## src/rtl/bin_bcd.sv

```systemverilog
// bin_bcd: registered 4-bit binary to 2-digit BCD converter, 1-cycle latency.
// Optional macro BIN_BCD_SEG_EN adds registered 7-segment outputs
// (active-high, bit order {g,f,e,d,c,b,a}) for both digits.
module bin_bcd (
    input  logic       clk,
    input  logic       rst,
    input  logic [3:0] b,
    output logic [4:0] y,
    output logic       out_valid
`ifdef BIN_BCD_SEG_EN
    ,
    output logic [6:0] seg_units,
    output logic [6:0] seg_tens
`endif
);

    localparam int unsigned IN_W  = 4;
    localparam int unsigned OUT_W = 5;

    localparam logic [IN_W-1:0] TEN = IN_W'(10);

    logic [OUT_W-1:0] y_c;

    // Compare/subtract core: values 10..15 carry into the tens digit.
    always_comb begin
        y_c = '0;
        if (b >= TEN) begin
            y_c = {1'b1, IN_W'(b - TEN)};
        end else begin
            y_c = {1'b0, b};
        end
    end

    // Result register; reset wins over conversion and discards the sampled b.
    always_ff @(posedge clk) begin
        if (rst) begin
            y         <= '0;
            out_valid <= 1'b0;
        end else begin
            y         <= y_c;
            out_valid <= 1'b1;
        end
    end

`ifdef BIN_BCD_SEG_EN
    localparam int unsigned SEG_W = 7;

    localparam logic [SEG_W-1:0] SEG_ONE   = SEG_W'(7'h06);
    localparam logic [SEG_W-1:0] SEG_ZERO  = SEG_W'(7'h3F);
    localparam logic [SEG_W-1:0] SEG_BLANK = SEG_W'(7'h00);

    logic [SEG_W-1:0] seg_units_c;
    logic [SEG_W-1:0] seg_tens_c;

    // Digit decoder for the units place; units never exceed 9.
    always_comb begin
        seg_units_c = SEG_BLANK;
        unique case (y_c[3:0])
            4'd0:    seg_units_c = SEG_W'(7'h3F);
            4'd1:    seg_units_c = SEG_W'(7'h06);
            4'd2:    seg_units_c = SEG_W'(7'h5B);
            4'd3:    seg_units_c = SEG_W'(7'h4F);
            4'd4:    seg_units_c = SEG_W'(7'h66);
            4'd5:    seg_units_c = SEG_W'(7'h6D);
            4'd6:    seg_units_c = SEG_W'(7'h7D);
            4'd7:    seg_units_c = SEG_W'(7'h07);
            4'd8:    seg_units_c = SEG_W'(7'h7F);
            4'd9:    seg_units_c = SEG_W'(7'h6F);
            default: seg_units_c = SEG_BLANK;
        endcase
    end

    // Tens digit is either blank (leading zero) or a one.
    always_comb begin
        seg_tens_c = SEG_BLANK;
        if (y_c[4]) begin
            seg_tens_c = SEG_ONE;
        end
    end

    // Segment registers track y on the same edge; reset shows a lone "0".
    always_ff @(posedge clk) begin
        if (rst) begin
            seg_units <= SEG_ZERO;
            seg_tens  <= SEG_BLANK;
        end else begin
            seg_units <= seg_units_c;
            seg_tens  <= seg_tens_c;
        end
    end
`endif

endmodule

```

## config.mk

```make
export PLATFORM = sky130hd
export DESIGN_NAME = bin_bcd
export DESIGN_NICKNAME = d
export VERILOG_FILES = /design/src/rtl/bin_bcd.sv
export SDC_FILE = /design/constraint.sdc
export NUM_CORES = 1
export LEC_CHECK = 0
export BUFFER_PORTS_ARGS = -buffer_cell sky130_fd_sc_hd__buf_2
export CAP_MARGIN = 20
export CORE_AREA = 2 2 39 41
export CTS_CLUSTER_DIAMETER = 150
export DETAILED_ROUTE_END_ITERATION = 8
export DIE_AREA = 0 0 41 43
export SLEW_MARGIN = 15
export SYNTH_ARGS = -nofsm -noshare
export SYNTH_HDL_FRONTEND = slang
export SYNTH_SLANG_ARGS = --single-unit
export TNS_END_PERCENT = 5
```

## constraint.sdc

```tcl
create_clock -name clk -period 0.94 [get_ports clk]
set_clock_uncertainty 0.05 [all_clocks]
set_input_delay 0.047 -clock clk [delete_from_list [all_inputs] [get_ports clk]]
set_output_delay 0.047 -clock clk [all_outputs]
set_load 0.01 [all_outputs]
```

# Yosys cells after proc, flatten, opt, wreduce, memory -nomap -nowiden

Cells that the tools add are included.

$add $sub $neg: 1
Magnitude comparators: 1
Muxes and demuxes: 2

Operators with widths:

| cell                                                     | number |
|---|---|
| 5-bit 2-to-1 mux                                         | 1 |
| 4-bit greater-or-equal comparator, second input constant | 1 |
| 4-bit subtractor, second input constant                  | 1 |
| 1-bit 2-to-1 mux                                         | 1 |

Output and inout port bits: 6
Logic and storage cells: 6
Bits of input ports: 6
Flip-flop bits (word level): 6

# Depth between registers and ports, before layout

Gate-level depths: netlist of the first run.

Word-level depth: 2
Depth in mapped cells: 3
Gate-level depth less buffers: 3

# Worst setup path before layout of the first run

No wires, ideal clock.

Kind: input -> register
From: input b[1]
To: register y[2]
Slack: 0.270 ns
Cell stages on the path: 3
Buffers on the path: 0
Library setup time: 0.086 ns
Arrival time: 0.535 ns
Required time: 0.804 ns
Cells stage by stage: inv_1 > ha_1 > a211oi_1

Cells in the longest elaborated chain, start to end: 2
Elaborated cells on any way between the ends: 3
Those cells by class: add/sub: 1; order compare: 1; mux: 1

RTL lines:

| what                                                                  | RTL line | RTL |
|---|---|---|
| start: declaration                                                    | 7        | `input logic [3:0] b,` |
| 4-bit subtractor or 4-bit greater-or-equal comparator (tied branches) | 28, 27   |  |
| 5-bit 2-to-1 mux *                                                    | 27       | `if (b >= TEN) begin` |
| end signal: assignment                                                | 40       | `y <= y_c;` |
| end: declaration                                                      | 8        | `output logic [4:0] y,` |

Mark *: on every way between the ends. The rest lies on a longest branch, timed or not.
A chain may end at the register's enable or synchronous reset.

# Final worst setup path of the first run

From: input b[3]
To: register y[1]

Cells in the longest elaborated chain, start to end: 2

RTL lines:

| what                              | RTL line |
|---|---|
| 4-bit greater-or-equal comparator | 27 |
| 5-bit 2-to-1 mux                  | 27 |

No other way between the ends.

==> results of run 1 <==
## per-layer routing
metal	track usage	part of all wire	vias up
li1	-	-	97
met1	0.0552	0.46	82
met4	0.0800	0	0
met2	0.0688	0.41	9
met3	0.0209	0.12	0
met5	0	0	-
## kinds of logic after synthesis
kind of cell / after synthesis / synth area share
flops: 6 / 0.593
compound gates: 4 / 0.136
fa+ha+maj: 1 / 0.0617
buf+inv: 3 / 0.0556
simple gates: 5 / 0.154
## placed cells by master, fill, tap and decap left out, drive strengths merged, types with 2 or more instances in the layout
cell type / count
inv: 3
a21oi: 2
dlygate4sd3: 3
clkbuf: 3
buf: 11
dfxtp: 6
## where the power goes
part / leakage, nW / switching, mW / total, mW / internal (mW)
Clock: 0.0138 / 0.0817 / 0.225 / 0.144
Combinational: 0.111 / 0.0337 / 0.0702 / 0.0365
Sequential: 0.0498 / 0.00269 / 0.272 / 0.270
## path summary, 6_finish.rpt
path | start | cells after the start | slack, ps | end
worst max-delay path | b[3] | 4 | 60 | y[1]
worst min-delay path | b[1] | 3 | 60 | y[1]
## through the flow
stage | cells | cell area [um^2] | hold slack [ps] | utilization
2_1_floorplan | 19 | 203 | 66.1 | -
3_3_place_gp | 46 | 278 | 217 | 0.201
3_5_place_dp | 46 | 278 | 222 | 0.201
4_1_cts | 52 | 330 | 53.6 | 0.239
5_1_grt | 52 | 330 | 66.9 | 0.239
6_report | 52 | 330 | 62.0 | 0.239
## flip-flops by register name, indices dropped and copies added (netlist names)
signal     count
y              5
out_valid      1
## repair_timing
item	4_1_cts	5_1_grt
hold buffers	3	0
endpoints found under the hold margin	5	0
setup buffers	0	0
gates resized for setup	0	0
## layout make-up
class,instances,share of cell area
tap,16,0.0606
multi-input combinational,10,0.216
timing repair buffer,14,0.258
clock buffer,3,0.0682
sequential,6,0.364
inverter,3,0.0341
==> impl_metrics.py, run 1 <==
metrics = {
    "global_routing": {
        "grt_pass1_wl_um": 614,
        "antenna_found_initial": 0,
        "grt_start_max_net_pins": 7,
        "first_global_vias": 191,
        "grt.total_usage": 0.0554,
        "grt_overflow": 0,
    },
    "sta": {
        "rsz0062_at_grt": "false",
        "relSlewSlack": 0.881,
        "setup_viol": 0,
        "tightest_slew_ps": 178,
        "post-route-period-util": 0.933,
        "period_needed_ps": 877,
        "setup_ws_ps": 63.4,
        "slew_viol_final": 0,
        "hold_viol": 0,
        "fin_setup_tns_ps": 0,
        "fmax_ghz": 1.14,
    },
    "setup_path": {
        "crit_buf_inv": 2,
        "cp_top_family": "buffers and inverters",
        "slowest_delay_ps": 530,
        "cp-end-kind": "flop",
        "path_cells": "dlygate4sd3_1 -> buf_2 -> nand2b_1 -> a21oi_1",
        "path_max_fanout": 6,
        "worstSetupStartpointType": "input port",
        "required_ps": 1050,
        "crit_slowest_cell": "dlygate4sd3_1",
        "critPathKind": "in2reg",
        "critPathArrivalTime_ps": 990,
    },
    "status": {
        "outcome": "finished, final reports clean",
    },
    "clock_tree": {
        "cts_made_buffers": 3,
        "cts_tree": "yes",
        "clock_sinks": 6,
        "clkTransAtPathRegs_ps": 40,
        "htree_num_levels": 1,
        "clock_path_buffers": 2,
        "cts_root_buf": "clkbuf_4",
    },
    "logic_synthesis": {
        "yosysSeqAreaShare": 0.593,
        "async_reset_ff_frac": 0,
        "ys_ff_latch": 6,
        "synth_top_area_cell": "dfxtp_1",
        "synth_edf_count": 0,
        "synth.most_common_cell": "dfxtp_1",
        "synthesis.area_um2": 203,
        "yosysUniqueCellTypes": 11,
        "avgSynthCellArea_um2": 10.7,
        "ys_top_cells_by_area": "dfxtp_1 (59%), ha_1 (6.2%), inv_1 (5.6%)",
        "syn_nets": 26,
        "synth_top_cells_by_count": "dfxtp_1 (6), inv_1 (3), a21oi_1 (2)",
        "synth_ff_type": "dfxtp_1",
        "synthCells": 19,
        "yosys_warnings": 0,
        "netlist.area_leader.share": 0.593,
    },
    "floorplan": {
        "ios": 12,
        "dieArea_mm2": 0.00176,
        "rows": 14,
        "start_util": 0.146,
        "die_w_um": 41,
        "design.core.area_mm2": 0.00138,
        "die_h_um": 43,
    },
    "pwr": {
        "finalPower_mw": 0.568,
        "p_leak_nw": 0.175,
        "ir_drop_v": 0.000346,
        "p_per_area_mw_per_mm2": 1720,
    },
    "routing": {
        "vias": 188,
        "drtAntennaViolNets": 0,
        "vias_per_cell": 3.62,
        "remaining_drc_errors": 0,
        "wl_per_cell_um": 7.58,
        "dr.first_iter.drc_count": 3,
        "routed_wl_um": 394,
        "dr.pass1.iters": 3,
    },
    "final_layout": {
        "antenna_cells": 0,
        "area_growth_pct": 63.0,
        "regArea_um2": 120,
        "drive_gt1_frac": 0.389,
        "multi_input_area_um2": 71.3,
        "nFillCells": 162,
        "fin_nets": 45,
    },
    "min_path": {
        "hp-class": "in2reg",
    },
    "flow_run": {
        "drv_cap": 0,
    },
    "place": {
        "place.gp.congestion": 0.660,
        "io_buffers": 11,
        "pre_cts_ws_ps": 88.2,
    },
}
Power figures use the tool's default switching activity.
==> run 2: changes to the inputs <==
--- a/config.mk
+++ b/config.mk
@@ -9,8 +9,10 @@
 export CAP_MARGIN = 20
 export CORE_AREA = 2 2 39 41
 export CTS_CLUSTER_DIAMETER = 150
+export CTS_CLUSTER_SIZE = 16
 export DETAILED_ROUTE_END_ITERATION = 8
 export DIE_AREA = 0 0 41 43
+export PLACE_DENSITY = 0.42
 export SLEW_MARGIN = 15
 export SYNTH_ARGS = -nofsm -noshare
 export SYNTH_HDL_FRONTEND = slang
==> impl_metrics.py, run 2 (synthesized netlist as in run 1, its figures left out) <==
metrics = {
    "final_layout": {
        "fin_nets": 45,
        "final_cells": 52,
        "reg_top3": "y: 5 flops, out_valid: 1 flops",
        "antenna_cells": 0,
        "regMostFlops": "y",
        "area_growth_pct": 63.0,
        "drive_gt1_frac": 0.389,
        "largest_reg_flops": 5,
        "mostFrequentLayoutCell": "buf_2",
        "final_cell_mix": "buf_2 (11), dfxtp_1 (6), inv_1 (3), clkbuf_4 (3), dlygate4sd3_1 (3)",
    },
    "setup_path": {
        "worstSetupStartpointType": "input port",
        "critPathArrivalTime_ps": 980,
        "required_ps": 1060,
        "critPathKind": "in2reg",
        "cp-end-kind": "flop",
        "path_max_fanout": 6,
    },
    "place": {
        "placed_cells": 46,
        "place_hpwl_um": 307,
        "io_buffers": 11,
        "place.gp.congestion": 0.579,
    },
    "global_routing": {
        "grt_pass1_wl_um": 503,
        "grt_overflow": 0,
        "antenna_found_initial": 0,
        "grt.total_usage": 0.0461,
        "grt_start_max_net_pins": 7,
        "first_global_vias": 137,
    },
    "routing": {
        "drtAntennaViolNets": 0,
        "routed.top_layer": "met3",
        "vias_per_cell": 3.50,
        "vias": 182,
        "dr.pass1.iters": 2,
        "met2WireLength_um": 125,
        "wl_per_cell_um": 7.58,
        "drt-met1-wl_um": 193,
        "routed_wl_um": 394,
        "dr.first_iter.drc_count": 4,
        "route.met3.wl_um": 75,
        "remaining_drc_errors": 0,
    },
    "sta": {
        "fmax_ghz": 1.17,
        "tightest_slew_ps": 160,
        "relSlewSlack": 0.893,
        "post-route-period-util": 0.913,
        "rsz0062_at_grt": "false",
        "fin_setup_tns_ps": 0,
        "slew_viol_final": 0,
        "hold_viol": 0,
        "setup_viol": 0,
        "period_needed_ps": 858,
    },
    "pwr": {
        "p_int_mw": 0.450,
        "clockPowerShare": 0.397,
        "p_per_area_mw_per_mm2": 1720,
        "ir_drop_v": 0.000280,
        "seq_power_share": 0.479,
        "p_switching_mw": 0.118,
        "p_leak_nw": 0.175,
        "combPwrFrac": 0.124,
        "p_sw_frac": 0.208,
    },
    "min_path": {
        "hp-class": "in2reg",
    },
    "floorplan": {
        "start_util": 0.146,
        "design.core.area_mm2": 0.00138,
        "dieArea_mm2": 0.00176,
        "ios": 12,
        "die_w_um": 41,
        "rows": 14,
        "die_h_um": 43,
    },
    "clock_tree": {
        "cts_tree": "yes",
        "cts_made_buffers": 3,
        "ctsHoldBuffers": 3,
        "clock_path_buffers": 2,
        "cts_resized": 0,
        "clock_sinks": 6,
        "cts_root_buf": "clkbuf_4",
        "clkTransAtPathRegs_ps": 40,
        "post-cts-setup-buffers": 0,
        "htree_num_levels": 1,
    },
    "status": {
        "outcome": "finished, final reports clean",
    },
    "flow_run": {
        "drv_cap": 0,
    },
}
[run 2: cell counts in the layout (fill, tap and decap cells not counted)]
No cell type changed its count.
[run 2: layer usage]
layer	vias up	track usage
li1	97	-
met1	73	0.0607
met2	12	0.0469
met3	0	0.0157
met4	0	0.0600
met5	-	0
[run 2: power groups by stage]
stage,Combinational [mW],Sequential [mW],Clock (mW)
3_3_place_gp,0.0625,0.277,0
3_5_place_dp,0.0614,0.277,0
5_1_grt,0.0778,0.274,0.244
4_1_cts,0.0712,0.272,0.242
2_1_floorplan,0.0186,0.286,0
6_report,0.0704,0.272,0.226
[run 2: path summary, 6_finish.rpt]
check | from | endpoint | slack, ps | cells past startpoint
worst max-delay path | b[3] | y[1] | 80 | 4
worst min-delay path | b[1] | y[1] | 70 | 3
[run 2: area by class of cell]
type,count,area (um^2)
fill,148,1050
sequential,6,120
timing repair buffer,14,85.1
multi-input combinational,10,71.3
clock buffer,3,22.5
tap,16,20.0
inverter,3,11.3
[run 2: stage by stage]
step                power [mW]  worst slack [ps]  utilization  hold WS (ps)  area, um^2
global route             0.596              29.5        0.239          79.3         330
floorplan                0.304               270            -          66.1         203
detailed placement       0.338               107        0.201           215         278
finish                   0.568              81.7        0.239          65.2         330
CTS                      0.585              91.4        0.239          53.6         330
global placement         0.340               101        0.201           223         278
[run 2: critical path, cell delays in order]
cell and delay [ps]:
dlygate4sd3_1 530, buf_2 150, nand2b_1 150, a21oi_1 110
